File: config.mk
export PLATFORM = sky130hd
export DESIGN_NAME = deser_fifo_ctrl_flat
export DESIGN_NICKNAME = d
export VERILOG_FILES = /design/src/rtl/deser_ctrl_pkg.sv /design/src/rtl/deser_fifo_ctrl_if.sv /design/src/rtl/byte_fifo.sv /design/src/rtl/deser_fifo_ctrl.sv /design/src/flat_wrapper.sv
export SDC_FILE = /design/constraint.sdc
export NUM_CORES = 1
export LEC_CHECK = 0
export BUFFER_PORTS_ARGS = -buffer_cell sky130_fd_sc_hd__buf_2
export CAP_MARGIN = 10
export CORE_UTILIZATION = 53
export CTS_CLUSTER_SIZE = 30
export DETAILED_ROUTE_END_ITERATION = 10
export MAX_ROUTING_LAYER = met4
export PLACE_DENSITY_LB_ADDON = 0.12
export RECOVER_POWER = 100
export SYNTH_ARGS = -nofsm -noshare
export SYNTH_HDL_FRONTEND = slang
export SYNTH_SLANG_ARGS = --single-unit
File: constraint.sdc
create_clock -name clock_100KHz -period 2.41 [get_ports clock_100KHz]
set_input_delay 0.482 -clock clock_100KHz [delete_from_list [all_inputs] [get_ports clock_100KHz]]
set_output_delay 0.482 -clock clock_100KHz [all_outputs]
set_load 0.02 [all_outputs]
File: src/rtl/deser_ctrl_pkg.sv
// Shared types and constants for the deserializer-to-consumer FIFO controller.
// Latency: n/a (declarations only).
// Backpressure: n/a.
package deser_ctrl_pkg;

  localparam int DEFAULT_DEPTH = 8;
  localparam int BYTE_W        = 8;

  // Ingress handshake with the deserializer.
  typedef enum logic [1:0] {
    IDLE    = 2'd0,
    PUSH    = 2'd1,
    ACK     = 2'd2,
    RELEASE = 2'd3
  } ingress_state_t;

  // Occupancy counter width: must represent 0..depth inclusive.
  function automatic int cnt_w(input int depth);
    return $clog2(depth) + 1;
  endfunction

endpackage

File: src/rtl/deser_fifo_ctrl_if.sv
// Bundles the deserializer handshake, source throttle and consumer pop signals.
// Latency: n/a (wiring only).
// Backpressure: carried by des_ack_out / src_enable_out / data_valid + deq_in.
interface deser_fifo_ctrl_if #(
  parameter int DEPTH = 8,
  parameter int WIDTH = 8
);

  logic                     des_data_ready;
  logic [WIDTH-1:0]         des_data_in;
  logic                     des_status_in;
  logic                     des_ack_out;
  logic                     src_enable_out;
  logic                     deq_in;
  logic [WIDTH-1:0]         data_out;
  logic                     data_valid;
  logic [$clog2(DEPTH):0]   len_out;
  logic                     full_out;
  logic                     empty_out;
`ifdef DROP_OLDEST_EN
  logic [7:0]               drop_count_out;
`endif

  // Environment side: deserializer + consumer.
  modport master (
    output des_data_ready, des_data_in, des_status_in, deq_in,
    input  des_ack_out, src_enable_out, data_out, data_valid,
    input  len_out, full_out, empty_out
`ifdef DROP_OLDEST_EN
    , input drop_count_out
`endif
  );

  // Controller side.
  modport slave (
    input  des_data_ready, des_data_in, des_status_in, deq_in,
    output des_ack_out, src_enable_out, data_out, data_valid,
    output len_out, full_out, empty_out
`ifdef DROP_OLDEST_EN
    , output drop_count_out
`endif
  );

endinterface

File: src/rtl/byte_fifo.sv
// Circular byte FIFO with registered head, count, full, empty and valid.
// Latency: a push is visible at head one cycle later; a pop advances head next cycle.
// Backpressure: push refused when full unless ovr is set (then oldest entry is dropped).
module byte_fifo #(
  parameter int DEPTH = 8,
  parameter int WIDTH = 8
) (
  input  logic                   clock_100KHz,
  input  logic                   reset,
  input  logic                   push,
  input  logic                   pop,
  input  logic                   ovr,
  input  logic [WIDTH-1:0]       din,
  output logic [WIDTH-1:0]       head,
  output logic [$clog2(DEPTH):0] count,
  output logic                   full,
  output logic                   empty,
  output logic                   valid
);

  localparam int PW = $clog2(DEPTH);
  localparam int CW = PW + 1;

  logic [WIDTH-1:0] mem [DEPTH];
  logic [PW-1:0]    rd_ptr;
  logic [PW-1:0]    wr_ptr;
  logic [PW-1:0]    rd_nxt;
  logic [CW-1:0]    count_nxt;
  logic             do_push;
  logic             do_pop;

  // Push is judged on the registered full flag, before any same-cycle pop;
  // with ovr a push into a full FIFO forces the oldest entry out.
  always_comb begin
    do_pop    = (pop && !empty) || (push && full && ovr);
    do_push   = push && (!full || ovr);
    rd_nxt    = rd_ptr + PW'(do_pop);
    count_nxt = count + CW'(do_push) - CW'(do_pop);
  end

  // Storage write; contents need no reset because valid/count gate them.
  always_ff @(posedge clock_100KHz) begin
    if (do_push) mem[wr_ptr] <= din;
  end

  // Pointers, occupancy flags and the registered head word.
  always_ff @(posedge clock_100KHz or posedge reset) begin
    if (reset) begin
      rd_ptr <= '0;
      wr_ptr <= '0;
      count  <= '0;
      full   <= 1'b0;
      empty  <= 1'b1;
      valid  <= 1'b0;
      head   <= '0;
    end else begin
      rd_ptr <= rd_nxt;
      wr_ptr <= wr_ptr + PW'(do_push);
      count  <= count_nxt;
      full   <= (count_nxt == CW'(DEPTH));
      empty  <= (count_nxt == '0);
      valid  <= (count_nxt != '0);
      // Bypass when the byte being written becomes the new head.
      head   <= (do_push && (wr_ptr == rd_nxt)) ? din : mem[rd_nxt];
    end
  end

endmodule

File: src/rtl/deser_fifo_ctrl.sv
// Captures deserializer bytes into a FIFO, acks them, and serves them to a consumer.
// Latency: ack rises 2 cycles after data_ready is seen with space; byte at head 2 cycles after.
// Backpressure: stalls ingress when full (or drops oldest with DROP_OLDEST_EN); src_enable throttles source.
module deser_fifo_ctrl
  import deser_ctrl_pkg::*;
#(
  parameter int DEPTH = DEFAULT_DEPTH,
  parameter int WIDTH = BYTE_W
) (
  input  logic             clock_100KHz,
  input  logic             reset,
  deser_fifo_ctrl_if.slave bus
);

  localparam int CW = cnt_w(DEPTH);

`ifdef DROP_OLDEST_EN
  localparam bit DROP_EN = 1'b1;
`else
  localparam bit DROP_EN = 1'b0;
`endif

  ingress_state_t   state;
  logic             ack;
  logic             src_en;
  logic             fifo_push;
  logic [WIDTH-1:0] fifo_head;
  logic [CW-1:0]    fifo_count;
  logic             fifo_full;
  logic             fifo_empty;
  logic             fifo_valid;

  assign fifo_push = (state == PUSH);

  byte_fifo #(
    .DEPTH (DEPTH),
    .WIDTH (WIDTH)
  ) u_fifo (
    .clock_100KHz (clock_100KHz),
    .reset        (reset),
    .push         (fifo_push),
    .pop          (bus.deq_in),
    .ovr          (DROP_EN),
    .din          (bus.des_data_in),
    .head         (fifo_head),
    .count        (fifo_count),
    .full         (fifo_full),
    .empty        (fifo_empty),
    .valid        (fifo_valid)
  );

  // Ingress handshake: capture once, ack one cycle, wait for data_ready to drop.
  always_ff @(posedge clock_100KHz or posedge reset) begin
    if (reset) begin
      state <= IDLE;
      ack   <= 1'b0;
    end else begin
      case (state)
        IDLE: begin
          ack <= 1'b0;
          if (bus.des_data_ready && (!fifo_full || DROP_EN)) state <= PUSH;
        end
        PUSH: begin
          state <= ACK;
          ack   <= 1'b1;
        end
        ACK: begin
          state <= RELEASE;
          ack   <= 1'b0;
        end
        RELEASE: begin
          ack <= 1'b0;
          if (!bus.des_data_ready) state <= IDLE;
        end
        default: begin
          state <= IDLE;
          ack   <= 1'b0;
        end
      endcase
    end
  end

  // Source throttle; without dropping, one slot is kept for the byte in flight.
  always_ff @(posedge clock_100KHz or posedge reset) begin
    if (reset) begin
      src_en <= 1'b0;
    end else begin
`ifdef DROP_OLDEST_EN
      src_en <= bus.des_status_in;
`else
      src_en <= bus.des_status_in && (fifo_count < CW'(DEPTH - 1));
`endif
    end
  end

`ifdef DROP_OLDEST_EN
  logic [7:0] drop_cnt;
  logic       drop_now;

  // A push into a full FIFO with no consumer pop discards the oldest byte.
  assign drop_now = fifo_push && fifo_full && !bus.deq_in;

  // Saturating count of discarded bytes.
  always_ff @(posedge clock_100KHz or posedge reset) begin
    if (reset) begin
      drop_cnt <= 8'd0;
    end else if (drop_now && (drop_cnt != 8'hFF)) begin
      drop_cnt <= drop_cnt + 8'd1;
    end
  end

  assign bus.drop_count_out = drop_cnt;
`endif

  assign bus.des_ack_out    = ack;
  assign bus.src_enable_out = src_en;
  assign bus.data_out       = fifo_head;
  assign bus.data_valid     = fifo_valid;
  assign bus.len_out        = fifo_count;
  assign bus.full_out       = fifo_full;
  assign bus.empty_out      = fifo_empty;

endmodule

File: src/flat_wrapper.sv
// flat-port wrapper written by rule: the top's interface ports become plain ports
module deser_fifo_ctrl_flat import deser_ctrl_pkg::*;
#(
  parameter int DEPTH = DEFAULT_DEPTH,
  parameter int WIDTH = BYTE_W
)
  (clock_100KHz, reset, bus_des_data_ready, bus_des_data_in, bus_des_status_in, bus_deq_in, bus_des_ack_out, bus_src_enable_out, bus_data_out, bus_data_valid, bus_len_out, bus_full_out, bus_empty_out);
  deser_fifo_ctrl_if #(.DEPTH(DEPTH), .WIDTH(WIDTH)) bus_i ();
  input  logic clock_100KHz;
  input  logic reset;
  input wire logic [$bits(bus_i.des_data_ready)-1:0] bus_des_data_ready;
  input wire logic [$bits(bus_i.des_data_in)-1:0] bus_des_data_in;
  input wire logic [$bits(bus_i.des_status_in)-1:0] bus_des_status_in;
  input wire logic [$bits(bus_i.deq_in)-1:0] bus_deq_in;
  output wire logic [$bits(bus_i.des_ack_out)-1:0] bus_des_ack_out;
  output wire logic [$bits(bus_i.src_enable_out)-1:0] bus_src_enable_out;
  output wire logic [$bits(bus_i.data_out)-1:0] bus_data_out;
  output wire logic [$bits(bus_i.data_valid)-1:0] bus_data_valid;
  output wire logic [$bits(bus_i.len_out)-1:0] bus_len_out;
  output wire logic [$bits(bus_i.full_out)-1:0] bus_full_out;
  output wire logic [$bits(bus_i.empty_out)-1:0] bus_empty_out;
  assign bus_i.des_data_ready = bus_des_data_ready;
  assign bus_i.des_data_in = bus_des_data_in;
  assign bus_i.des_status_in = bus_des_status_in;
  assign bus_i.deq_in = bus_deq_in;
  assign bus_des_ack_out = bus_i.des_ack_out;
  assign bus_src_enable_out = bus_i.src_enable_out;
  assign bus_data_out = bus_i.data_out;
  assign bus_data_valid = bus_i.data_valid;
  assign bus_len_out = bus_i.len_out;
  assign bus_full_out = bus_i.full_out;
  assign bus_empty_out = bus_i.empty_out;
  deser_fifo_ctrl #(.DEPTH(DEPTH), .WIDTH(WIDTH)) u_core (.clock_100KHz(clock_100KHz), .reset(reset), .bus(bus_i));
endmodule
==> results.cfg <==
[run_status]
status = complete, but fails checks
failed_checks = negative setup slack

[routing]
viasPerCell = 5.78
drtIter0Drc = 207
routedWlPerCell_um = 19.3
vias = 2242
first_pass_iters = 4
ant_nets = 0
route.detailed.drc = 0
wl_mm = 7.50

[sta]
setup_viol = 1
fin_skew_ns = 0.00585
rsz0062_at_grt = yes
finalCriticalPeriod_ns = 2.41
worstMarginPinSlew_ns = 1.45
fmax_mhz = 414
relSlewSlack_pct = 3.55
final_max_slew_viol_count = 0
period_share_pct = 100
hold_viol = 0
fin_tns_setup_ns = -0.00493
whs_ns = 0.353
layout_setup_ws_ns = -0.00493

[worst_hold_path]
min_from = bus_des_status_in
hold_path.class = in2reg

[critical_path]
cp-start-kind = register
criticalPathCategory = reg2reg
cpPeakStageDelay_ns = 0.53
rr_startpoint = u_core.state[1]
crit_slowest_cell = fa_2
cp_cell_sequence = inv_2 -> ha_4 -> nor2b_4 -> inv_2 -> ha_4 -> inv_4 -> ha_4 -> inv_2 -> fa_2 -> inv_2 -> or3_4 -> nand2b_4
crit_top_cell = inv_2
path_max_fanout = 3
crit_path_end_kind = register
startpoint = u_core.state[1]
crit_arrival_ns = 2.66
required_ns = 2.66

[clocking]
insertion_delay_ns = 0.36
cts_made_buffers = 9
clk_pin_slew_ns = 0.09
clock-sinks = 89
cts-htree-levels = 3
cts_root_buffer = clkbuf_8
cts_tree = done
hold_buffers = 0
cts.path.max_buffers = 2

[flow_run]
maxCapViolCount = 0

[power]
p_total_w = 0.00636
ir_drop_mv = 0.555
power.leakage_nw = 1.79
p_sw_share_pct = 35.3
pwr-share-seq_pct = 33.4
p_int_w = 0.00412
power_density_nw_per_um2 = 1380
clockPowerShare_pct = 19.6
p_sw_w = 0.00224
p_comb_share_pct = 47.0

[finish]
fin_cells = 388
post_route_cells_drive_above_1_share_pct = 32.2
diodes = 0
final_nets = 316
area_growth_pct = 21.2
fillerInstances = 484
fin_area_um2 = 4600

[placed_design]
globalplace.congestion = 0.811
place_hpwl_mm = 4.84
dp.cells = 371
io_buffers = 29
place_area_um2 = 4270

[logic_synthesis]
synth_nets = 251
synth_area_um2 = 3790
yosysWarnings = 0
yosysMostFrequentCell = edfxtp_1
ys_top_cells_by_area = edfxtp_1, dfrtp_1, mux4_1
ys_ff_latch = 89
yosys.area.top_type = edfxtp_1
ys_types = 35
syn_inst = 222
avgSynthCellArea_um2 = 17.1
synth_edf_count = 64
yosysSeqAreaShare_pct = 67.2
synthFlopType = edfxtp_1
async_flop_share_pct = 28.1
synthTopCellsByCount = edfxtp_1, dfrtp_1, o221ai_1
synth_top_area_share_pct = 50.6

[die]
boundaryPins = 30
rows = 30
die_h_um = 86.6
die_area_um2 = 7500
die_x_um = 86.6
core_area_um2 = 6870
initial_core_util_pct = 55.2

[global_routing]
grt_max_degree = 26
antenna_found_initial = 0
grt_overflow = 0
grt_pass1_wl_mm = 11.5
first_global_vias = 2257
grt_use_total_pct = 22.9
logic make-up after synthesis:
logic type	count (synthesis)	synth area share, %
xor+xnor	6	1.58
simple gates	34	4.78
buf+inv	23	2.93
fa+ha+maj	16	5.47
compound gates	38	7.39
mux	16	10.7
flops	89	67.2
final cells by class:
| cell class | instances | area [um^2] | area share [%] |
|---|---|---|---|
| multi-input combinational | 110 | 1210 | 26.4 |
| inverter | 14 | 55.1 | 1.20 |
| clock buffer | 10 | 138 | 2.99 |
| timing repair buffer | 63 | 412 | 8.95 |
| tap | 96 | 120 | 2.61 |
| sequential | 89 | 2550 | 55.4 |
| clock inverter | 6 | 113 | 2.45 |
placed cells by master, fill, tap and decap left out, types with 2 or more instances in the layout:
cell type,instances
buf_2,21
and2_1,7
nor3_1,2
nor2_1,8
ha_4,3
edfxtp_1,64
nand2_1,4
clkbuf_1,9
mux4_1,12
a21oi_1,9
buf_4,31
a211oi_1,6
dfrtp_1,24
nand4_1,2
nand2b_1,3
xnor2_2,2
xnor2_1,2
inv_2,5
o21ai_0,3
and3_1,2
ha_1,12
clkbuf_8,10
inv_1,7
mux4_2,4
o221ai_1,16
a211oi_2,2
inv_6,2
bufinv_16,3
buf_12,2
power by group through the flow:
stage / clock, W / sequential [W] / combinational, W
floorplan: 0 / 0.00228 / 0.00172
finish: 0.00125 / 0.00212 / 0.00299
CTS: 0.00127 / 0.00211 / 0.00279
global route: 0.00133 / 0.00216 / 0.00328
global placement: 0 / 0.00214 / 0.00270
detailed placement: 0 / 0.00215 / 0.00275
routing by layer:
| layer | vias to the layer above | GRT usage (%) | part of all wire, % |
|---|---|---|---|
| li1 | 1005 | - | - |
| met1 | 1156 | 28.6 | 44 |
| met2 | 66 | 36.1 | 49 |
| met3 | 15 | 3.71 | 3.8 |
| met4 | 0 | 12.9 | 2.4 |
| met5 | - | - | 0 |
per-stage QoR:
step / setup slack (ns) / utilization, %
floorplan: -0.121 / -
global placement: -0.0226 / 62.2
detailed placement: -0.0432 / 62.2
CTS: -0.0201 / 66.0
global route: -0.104 / 67.0
finish: -0.00493 / 67.0
sequential cells by signal, indices dropped and copies added, names as in the netlist:
signal,count
u_core.u_fifo.rd_ptr,3
u_core.u_fifo.mem,64
u_core.u_fifo.head,8
u_core.u_fifo.empty,1
u_core.bus.src_enable_out,1
u_core.u_fifo.full,1
u_core.u_fifo.count,4
u_core.u_fifo.wr_ptr,3
u_core.bus.des_ack_out,1
u_core.u_fifo.valid,1
u_core.state,2
timing repair:
action                                  in CTS  in global routing
resized for setup                            3                 15
endpoints found under the setup margin       1                  4
pin swaps                                    0                  3
setup buffers                                0                  1
hold endpoints to repair                     0                  0
worst max-delay path: cells and delay by family (launching register included):
family	cells	cell delay (ns)
adder cells (fa/ha/maj)	4	0.99
AND/OR/NAND/NOR	3	0.67
flip-flops	1	0.39
buffers and inverters	5	0.26
worst paths after layout:
path,endpoint,slack (ns),cells past startpoint
min in group asynchronous,u_core.bus.des_ack_out,0.60,3
max reg2reg,u_core.u_fifo.valid,-0.005,12
max in group asynchronous,u_core.u_fifo.head[6],0.96,3
min reg2reg,u_core.bus.src_enable_out,0.56,2
min,u_core.bus.src_enable_out,0.35,2
max,u_core.u_fifo.valid,-0.005,12
No activity file was read; power rests on OpenSTA's default activity.
